`config.mk`:
```
export PLATFORM = sky130hd
export DESIGN_NAME = button_event_fsm
export DESIGN_NICKNAME = d
export VERILOG_FILES = /design/src/rtl/button_pkg.sv /design/src/rtl/edge_detect.sv /design/src/rtl/button_event_fsm.sv
export SDC_FILE = /design/constraint.sdc
export NUM_CORES = 1
export LEC_CHECK = 0
export CAP_MARGIN = 20
export CORE_ASPECT_RATIO = 1.5
export CORE_UTILIZATION = 45
export CTS_CLUSTER_DIAMETER = 60
export DETAILED_ROUTE_END_ITERATION = 16
export PLACE_DENSITY_LB_ADDON = 0.25
export SYNTH_ARGS = -nofsm -noshare
export SYNTH_HDL_FRONTEND = slang
export SYNTH_SLANG_ARGS = --single-unit
```
`constraint.sdc`:
```
create_clock -name clock -period 2.5 [get_ports clock]
set_input_delay 0.625 -clock clock [delete_from_list [all_inputs] [get_ports clock]]
set_output_delay 0.625 -clock clock [all_outputs]
set_load 0.005 [all_outputs]
```
`src/rtl/button_pkg.sv`:
```
// Shared constants for the push-button event FSM: state codes and
// default 27 MHz timing values.
package button_pkg;

   localparam int CNT_W_DEF         = 25;
   localparam int LONG_DELAY_DEF    = 13500000;  // 0.5 s at 27 MHz
   localparam int REPEAT_PERIOD_DEF = 2700000;   // 0.1 s at 27 MHz
   localparam int DC_WINDOW_DEF     = 8100000;   // 0.3 s at 27 MHz

   typedef enum logic [2:0] {
      IDLE    = 3'd0,
      PRESSED = 3'd1,
      LONG    = 3'd2,
      WAIT_DC = 3'd3
   } state_t;

endpackage

```
`src/rtl/edge_detect.sv`:
```
// Rise/fall detector for a slow, already-synchronous level.
// The previous-level register always loads the current input, so it also
// loads the current level during reset: a level held across reset yields
// no edge afterwards. No reset input is needed for that behaviour.
module edge_detect (
   input  logic clock,
   input  logic din,
   output logic rise,
   output logic fall
);

   logic din_q;

   // Track the previous sampled level.
   always_ff @(posedge clock) begin
      din_q <= din;
   end

   assign rise = din & ~din_q;
   assign fall = ~din & din_q;

endmodule

```
`src/rtl/button_event_fsm.sv`:
```
// Push-button event FSM: turns a debounced level into one-cycle press,
// release, long-press and auto-repeat pulses, plus a held level.
// Optional double-click detection is compiled in with BUTTON_DOUBLE_CLICK_EN;
// without it double_click is tied low and the WAIT_DC state is absent.
module button_event_fsm
   import button_pkg::*;
#(
   parameter int LONG_DELAY    = LONG_DELAY_DEF,
   parameter int REPEAT_PERIOD = REPEAT_PERIOD_DEF,
   parameter int DC_WINDOW     = DC_WINDOW_DEF,
   parameter int CNT_W         = CNT_W_DEF
) (
   input  logic clock,
   input  logic reset,
   input  logic clean,
   output logic press,
   output logic release_pulse,
   output logic long_press,
   output logic repeat_pulse,
   output logic held,
   output logic double_click
);

   localparam logic [CNT_W-1:0] LONG_LAST = CNT_W'(LONG_DELAY - 1);
   localparam logic [CNT_W-1:0] REP_LAST  = CNT_W'(REPEAT_PERIOD - 1);
   localparam logic [CNT_W-1:0] DC_LAST   = CNT_W'(DC_WINDOW - 1);

   logic             rise;
   logic             fall;
   state_t           state;
   state_t           state_nx;
   logic [CNT_W-1:0] count;
   logic [CNT_W-1:0] count_nx;
   logic             press_nx;
   logic             release_nx;
   logic             long_nx;
   logic             repeat_nx;
   logic             held_nx;
`ifdef BUTTON_DOUBLE_CLICK_EN
   logic             dc_nx;
`else
   logic             unused_dc;
   assign unused_dc    = ^DC_LAST;
   assign double_click = 1'b0;
`endif

   edge_detect u_edge (
      .clock (clock),
      .din   (clean),
      .rise  (rise),
      .fall  (fall)
   );

   // Next state, counter and pulse decode; a fall always beats a threshold.
   always_comb begin
      state_nx   = state;
      count_nx   = count + CNT_W'(1);
      press_nx   = 1'b0;
      release_nx = 1'b0;
      long_nx    = 1'b0;
      repeat_nx  = 1'b0;
`ifdef BUTTON_DOUBLE_CLICK_EN
      dc_nx      = 1'b0;
`endif
      case (state)
         IDLE: begin
            count_nx = '0;
            if (rise) begin
               press_nx = 1'b1;
               state_nx = PRESSED;
            end
         end
         PRESSED: begin
            if (fall) begin
               release_nx = 1'b1;
               count_nx   = '0;
`ifdef BUTTON_DOUBLE_CLICK_EN
               state_nx   = WAIT_DC;
`else
               state_nx   = IDLE;
`endif
            end else if (count == LONG_LAST) begin
               long_nx  = 1'b1;
               count_nx = '0;
               state_nx = LONG;
            end
         end
         LONG: begin
            if (fall) begin
               release_nx = 1'b1;
               count_nx   = '0;
               state_nx   = IDLE;
            end else if (count == REP_LAST) begin
               repeat_nx = 1'b1;
               count_nx  = '0;
            end
         end
`ifdef BUTTON_DOUBLE_CLICK_EN
         WAIT_DC: begin
            if (rise) begin
               press_nx = 1'b1;
               dc_nx    = 1'b1;
               count_nx = '0;
               state_nx = PRESSED;
            end else if (count == DC_LAST) begin
               count_nx = '0;
               state_nx = IDLE;
            end
         end
`endif
         default: begin
            count_nx = '0;
            state_nx = IDLE;
         end
      endcase
      held_nx = (state_nx == PRESSED) || (state_nx == LONG);
   end

   // State, counter and registered outputs.
   always_ff @(posedge clock) begin
      if (reset) begin
         state         <= IDLE;
         count         <= '0;
         press         <= 1'b0;
         release_pulse <= 1'b0;
         long_press    <= 1'b0;
         repeat_pulse  <= 1'b0;
         held          <= 1'b0;
`ifdef BUTTON_DOUBLE_CLICK_EN
         double_click  <= 1'b0;
`endif
      end else begin
         state         <= state_nx;
         count         <= count_nx;
         press         <= press_nx;
         release_pulse <= release_nx;
         long_press    <= long_nx;
         repeat_pulse  <= repeat_nx;
         held          <= held_nx;
`ifdef BUTTON_DOUBLE_CLICK_EN
         double_click  <= dc_nx;
`endif
      end
   end

endmodule

```
==> impl_results.md, run 1 <==
- Share of Yosys cell area claimed by the top area cell type: 0.404
- Die Y: 77.0 um
- Number of synthesized register bits: 34
- Clock buffer count from CTS: 5
- Iteration-0 DRC Markers: 40
- Place WS: 0.250 ns
- Worst Setup Start Kind: register
- Hold-fix buffers at CTS: 0
- Mapped Area: 0.00169 mm2
- Clock network latency to the later pin of the worst-skew pair: a little under 0.3 ns
- Post-CTS Setup Bufs: 0
- Core ar.: 0.00348 mm2
- WL final: ~3700 um
- Hold path start: count[0]
- Hold Path End: count[0]
- Crit end category: register
- Power Total: 987 uW
- First-pass GRT wire length: 6290 um
- Critical path peak fanout: 9
- Worst reg2reg path depth: 6
- DRC: 0
- Crit path DAT: 2.37 ns
- Ys Warns: 0
- Nets@finish: 184
- Initial antenna violation count: 0
- Static leakage: 0.000556 uW
- Placement Rows: 26
- Routability Congestion: 0.800
- Largest net degree at the start of global routing: 26
- Hold Fails Final Rpt: 0
- I/O Buffers: 7
- Largest cells by area after synthesis: dfxtp_1 40%, a22oi_2 5.9%, a21oi_2 5.7%
- Detailed-route wire length per cell: 16.6 um
- Relative slew slack: 0.630
- VDD IR max: 500 uV
- DR pass1 iterations: 5
- Worst hold path class: register to register
- RSZ-0062 raised after global routing: false
- Final Critical Period: 2.21 ns
- Setup violations, final: 0
- Final core occ: 0.544
- Hold Path Stages: 1
- Period utilization: 0.884
- Commonest non-fill, non-tap cells in the layout: 34 x dfxtp_1, 11 x a21oi_2, 10 x nand3_1, 9 x nand2_1
- Worst Clk Skew: 0.00833 ns
- CTS Sinks: 34
- Gr ovfl total: 0
- R2r startpoint: count[0]
- Clock buffer depth: 2
- Mean post-synth cell area: 10.1 um2
- Starting Density: 0.484
- Gr usage total: 0.210
- Setup ws final: 0.289 ns
- CTS tree: yes
- Root buffer cell: clkbuf_8
- Netlist cell types: 39
- Vias: 1,376
- Die area: 0.00400 mm2
- Final count of pins violating max slew: 0
- Measured slew at the worst slew-check pin: 0.554 ns
- Final Non-Filler Cells: roughly 220
- FF-to-FF setup slack: approximately 0.29 ns
- Area grow syn2layout: 12.3%
- Most common cell after layout, fill and taps aside: dfxtp_1
- Outcome: finished clean
- Dpl hpwl: ~2700 um
- I/O Pins: 9
- Post-synthesis sequential area ratio: 0.404
- Drt via density: 6.17
- Vias in the first global route: 1,393
- CP Data Required Time: between 2 and 3 ns
- Clock transition at path regs: 0.07 ns
- Die W: 52.0 um
- Setup TNS Final: 0 ns
- Antenna Diode Count: 0
- Max-cap violation count: 0
- H-tree levels: 2
- Post-CTS resize count: 0
- Power per standard cell area: 521 mW/mm2
- Fmax: 452 MHz
- Cells after synthesis: 167
- Reg2Reg Capture Point: count[19]
- Area leader, netlist: dfxtp_1
- Placed Cells: 215
- Setup Crit Path Kind: register to register
- Share of cells above drive strength 1: 0.215
- Antenna viol nets, final: 0
area by class of cell:
cell class              instances  area [um2]
flip-flops and latches         34         681
clock buffers                   7        86.3
fillers                       325        1590
multi-input cells             123         942
clock inverters                 1        5.00
well taps                      42        52.6
repair buffers                 13         115
inverters                       3        11.3
worst max-delay path by stage:
stage	start	end	slack, ns	cells after the start
after floorplan	count[0]	count[22]	0.68	7
after global placement	clean	count[22]	0.31	6
after detailed placement	clean	count[21]	0.25	7
after CTS	count[0]	count[21]	0.30	6
after global routing	count[0]	count[18]	0.13	6
final	count[0]	count[19]	0.29	6
worst max-delay path: stages, from the launching register on:
cell     delay, ns
dfxtp_1       0.40
ha_1          0.22
and4_1        0.35
nand3_4       0.15
o31ai_4       0.56
buf_4         0.29
a22oi_1       0.11
state kept, by name (all words and copies together) (netlist names):
name and count:
count 25, state 3, held 1, long_press 1
press 1, u_edge.din_q 1, release_pulse 1, repeat_pulse 1
where the power goes:
part           switching (uW)  total (uW)  internal (uW)
Combinational            8.26        17.5           9.21
Clock                     200         422            222
Sequential               2.34         547            545
Total                     210         987            776
logic make-up (layout without fill, tap and decap cells):
logic type,after synthesis,in the layout,synth area share
adders and majority gates,1,1,0.00742
other,1,2,0.00223
buffers and inverters,11,24,0.0393
and+or+nand+nor,68,68,0.277
DFF,34,34,0.404
AOI/OAI and AO/OA,42,42,0.218
xor gates and xnor gates,10,10,0.0520
synthesized netlist by cell type:
library cell  number
dfxtp_1           34
a21oi_2           11
nand3_1           10
nand2_1            9
a22oi_2            8
nand4_1            8
o21ai_0            8
xor2_1             8
or3_1              7
o31ai_1            6
or4_1              6
a22oi_1            5
buf_2              5
and4_1             4
inv_1              3
nor2b_1            3
nor4_1             3
nor4b_1            3
and2_1             2
and3_1             2
buf_6              2
nor3_1             2
xnor2_1            2
a21boi_1           1
and4bb_1           1
and4bb_2           1
buf_4              1
conb_1             1
ha_1               1
nand2b_1           1
nand3_4            1
nand3b_1           1
nand4_2            1
nor2_1             1
nor4b_4            1
o211ai_2           1
o21a_1             1
o31ai_4            1
or4b_4             1
layer usage:
metal,part of all wire,vias up,GRT usage
met3,0.039,6,0.0556
met2,0.54,30,0.373
met1,0.41,677,0.220
li1,-,663,-
met5,0,-,0
met4,0.016,0,0.0946
metrics by stage:
step	area [um2]	hold WS [ns]
after floorplan	1690	0.446
after global placement	1800	0.458
after detailed placement	1800	0.471
after CTS	1890	0.485
after global routing	1890	0.522
final	1890	0.482
No activity file was read; power rests on OpenSTA's default activity.
==> run 2, diff against run 1 <==
--- a/config.mk
+++ b/config.mk
@@ -6,11 +6,13 @@
 export NUM_CORES = 1
 export LEC_CHECK = 0
 export CAP_MARGIN = 20
+export CELL_PAD_IN_SITES_DETAIL_PLACEMENT = 1
+export CELL_PAD_IN_SITES_GLOBAL_PLACEMENT = 1
 export CORE_ASPECT_RATIO = 1.5
 export CORE_UTILIZATION = 45
 export CTS_CLUSTER_DIAMETER = 60
 export DETAILED_ROUTE_END_ITERATION = 16
-export PLACE_DENSITY_LB_ADDON = 0.25
+export PLACE_DENSITY_LB_ADDON = 0.05
 export SYNTH_ARGS = -nofsm -noshare
 export SYNTH_HDL_FRONTEND = slang
 export SYNTH_SLANG_ARGS = --single-unit
==> constraint.sdc (replaced) <==
create_clock -name clock -period 2.5 [get_ports clock]
set_input_delay 0.625 -clock clock [delete_from_list [all_inputs] [get_ports clock]]
set_output_delay 0.625 -clock clock [all_outputs]
set_load 0.05 [all_outputs]
==> impl_results.md, run 2 (synthesized netlist as in run 1, its figures left out) <==
- Measured slew at the worst slew-check pin: 0.806 ns (+0.251 ns)
- Initial antenna violation count: 0 (unchanged)
- Drt via density: 6.18 (+0.13%)
- Starting Density: 0.484 (unchanged)
- Area grow syn2layout: 14.4%
- Crit path DAT: 2.42 ns (+0.05 ns)
- Crit end category: register
- Max reg flops: 25 (unchanged)
- Design area: 0.00193 mm2 (+1.9%)
- Setup TNS Final: 0 ns (unchanged)
- Power per standard cell area: 553 mW/mm2 (+6.2%)
- Vias in the first global route: 1,440 (+3.4%)
- H-tree levels: 2 (unchanged)
- Sequential cell fraction of total power: 0.513 (-0.042)
- Clock transition at path regs: 0.07 ns (about the same)
- Antenna viol nets, final: 0 (unchanged)
- Detailed-route wire length per cell: 18.5 um (+11%)
- Final count of pins violating max slew: 0 (unchanged)
- CTS Sinks: 34 (unchanged)
- Top Registers: count x25, state x3
- Setup violations, final: 0 (unchanged)
- DR pass1 iterations: 4 (-1)
- Gate power share: 0.024 (+0.006)
- Most flop-heavy register: count
- I/O Buffers: 7 (unchanged)
- Nets@finish: 185 (+0.54%)
- Setup Crit Path Kind: register to register
- Dpl hpwl: 2920 um (+9.6%)
- Max-cap violation count: 0 (unchanged)
- DRC: 0 (unchanged)
- RSZ-0062 raised after global routing: false
- Placed Area: 0.00182 mm2 (+1.1%)
- Commonest non-fill, non-tap cells in the layout: 34 x dfxtp_1, 11 x a21oi_2, 10 x nand3_1, 9 x nand2_1
- Area of the multi-input gates: 942 um2 (unchanged)
- VDD IR max: 571 uV (+14%)
- Clock network latency to the later pin of the worst-skew pair: 0.28 ns (about the same)
- Vias: 1,384 (+0.58%)
- Fmax: 442 MHz (-2.3%)
- Clock buffer depth: 2 (unchanged)
- Root buffer cell: clkbuf_8
- Period utilization: 0.905 (+0.0212)
- Hold-fix buffers at CTS: 0 (unchanged)
- Most common cell after layout, fill and taps aside: dfxtp_1
- Placement Rows: 26 (unchanged)
- Placed Cells: 216 (+0.47%)
- Register area: 681 um2 (unchanged)
- Fillers: 398 (+22%)
- Worst Setup Start Kind: register
- Final core occ: 0.554 (+0.0101)
- Die W: 52.0 um (unchanged)
- Routability Congestion: 0.754 (-5.7%)
- Largest net degree at the start of global routing: 26 (unchanged)
- Sw Pwr: 214 uW (+1.7%)
- Post-CTS resize count: 0 (unchanged)
- Final Critical Period: 2.26 ns (+0.0529 ns)
- Core ar.: 0.00348 mm2 (unchanged)
- Antenna Diode Count: 0 (unchanged)
- Sw frac: 0.201 (-0.0126)
- Final Non-Filler Cells: 224 (+0.45%)
- Share of cells above drive strength 1: 0.214 (-0.00118)
- Int Power: 853 uW (+9.9%)
- Die Y: 77.0 um (unchanged)
- Power Total: 1070 uW (+8.1%)
- Clock group share of total power: 0.463 (+0.035)
- Clock buffer count from CTS: 5 (unchanged)
- Post-CTS Setup Bufs: 0 (unchanged)
- Iteration-0 DRC Markers: 15 (-63%)
- First-pass GRT wire length: 6820 um (+8.5%)
- Relative slew slack: 0.463 (-0.168)
- Static leakage: 0.000574 uW (+3.1%)
- Outcome: finished clean
- CTS tree: yes
- Die area: 0.00400 mm2 (unchanged)
- Hold Fails Final Rpt: 0 (unchanged)
- Gr ovfl total: 0 (unchanged)
- I/O Pins: 9 (unchanged)
- WL final: 4150 um (+12%)
- Worst hold path class: register to register
- Critical path peak fanout: 14 (+5)
- CP Data Required Time: 2.65 ns (about the same)
- Gr usage total: 0.231 (+0.0205)
- Worst Clk Skew: 0.00306 ns (-0.00527 ns)
run 2: cell types whose count changed in the layout (fill, tap and decap cells not counted), sizes merged:
cell / change
clkinv: -1
bufinv: +1
buf: +1
run 2: power by group through the flow:
stage	logic (uW)	registers (uW)	clock network (uW)
after global routing	27.1	547	533
final	25.1	547	494
after floorplan	12.4	563	0
after detailed placement	25.0	560	0
after CTS	25.1	547	511
after global placement	24.2	559	0
run 2: final cells by class:
| class | instances | area share |
|---|---|---|
| Multi-Input combinational cell | 123 | 0.489 |
| Sequential cell | 34 | 0.353 |
| Timing Repair Buffer | 14 | 0.0701 |
| Clock buffer | 7 | 0.0396 |
| Tap cell | 42 | 0.0273 |
| Clock inverter | 1 | 0.0156 |
| Inverter | 3 | 0.00584 |
run 2: worst paths after layout:
check | start | endpoint | slack [ns] | cells after the start
max | count[10] | count[22] | 0.24 | 5
min | count[24] | count[24] | 0.52 | 2
max reg2reg | count[10] | count[22] | 0.24 | 5
min reg2reg | count[24] | count[24] | 0.52 | 2
run 2: through the flow:
| step | hold slack [ns] | setup WS (ns) |
|---|---|---|
| detailed placement | 0.498 | 0.181 |
| global route | 0.527 | 0.159 |
| floorplan | 0.446 | 0.678 |
| finish | 0.518 | 0.237 |
| global placement | 0.488 | 0.259 |
| CTS | 0.508 | 0.243 |
run 2: critical path: stages (launching register included):
cell and delay, ns:
dfxtp_1 0.46, nand4_1 0.13, or4b_4 0.53, o31ai_4 0.67
buf_12 0.24, a22oi_1 0.09
run 2: layer usage:
metal / vias up / part of all wire / GRT usage
met4: 0 / 0.020 / 0.0946
met1: 687 / 0.39 / 0.231
met3: 10 / 0.027 / 0.0536
li1: 665 / - / -
met2: 22 / 0.56 / 0.429
met5: - / 0 / 0
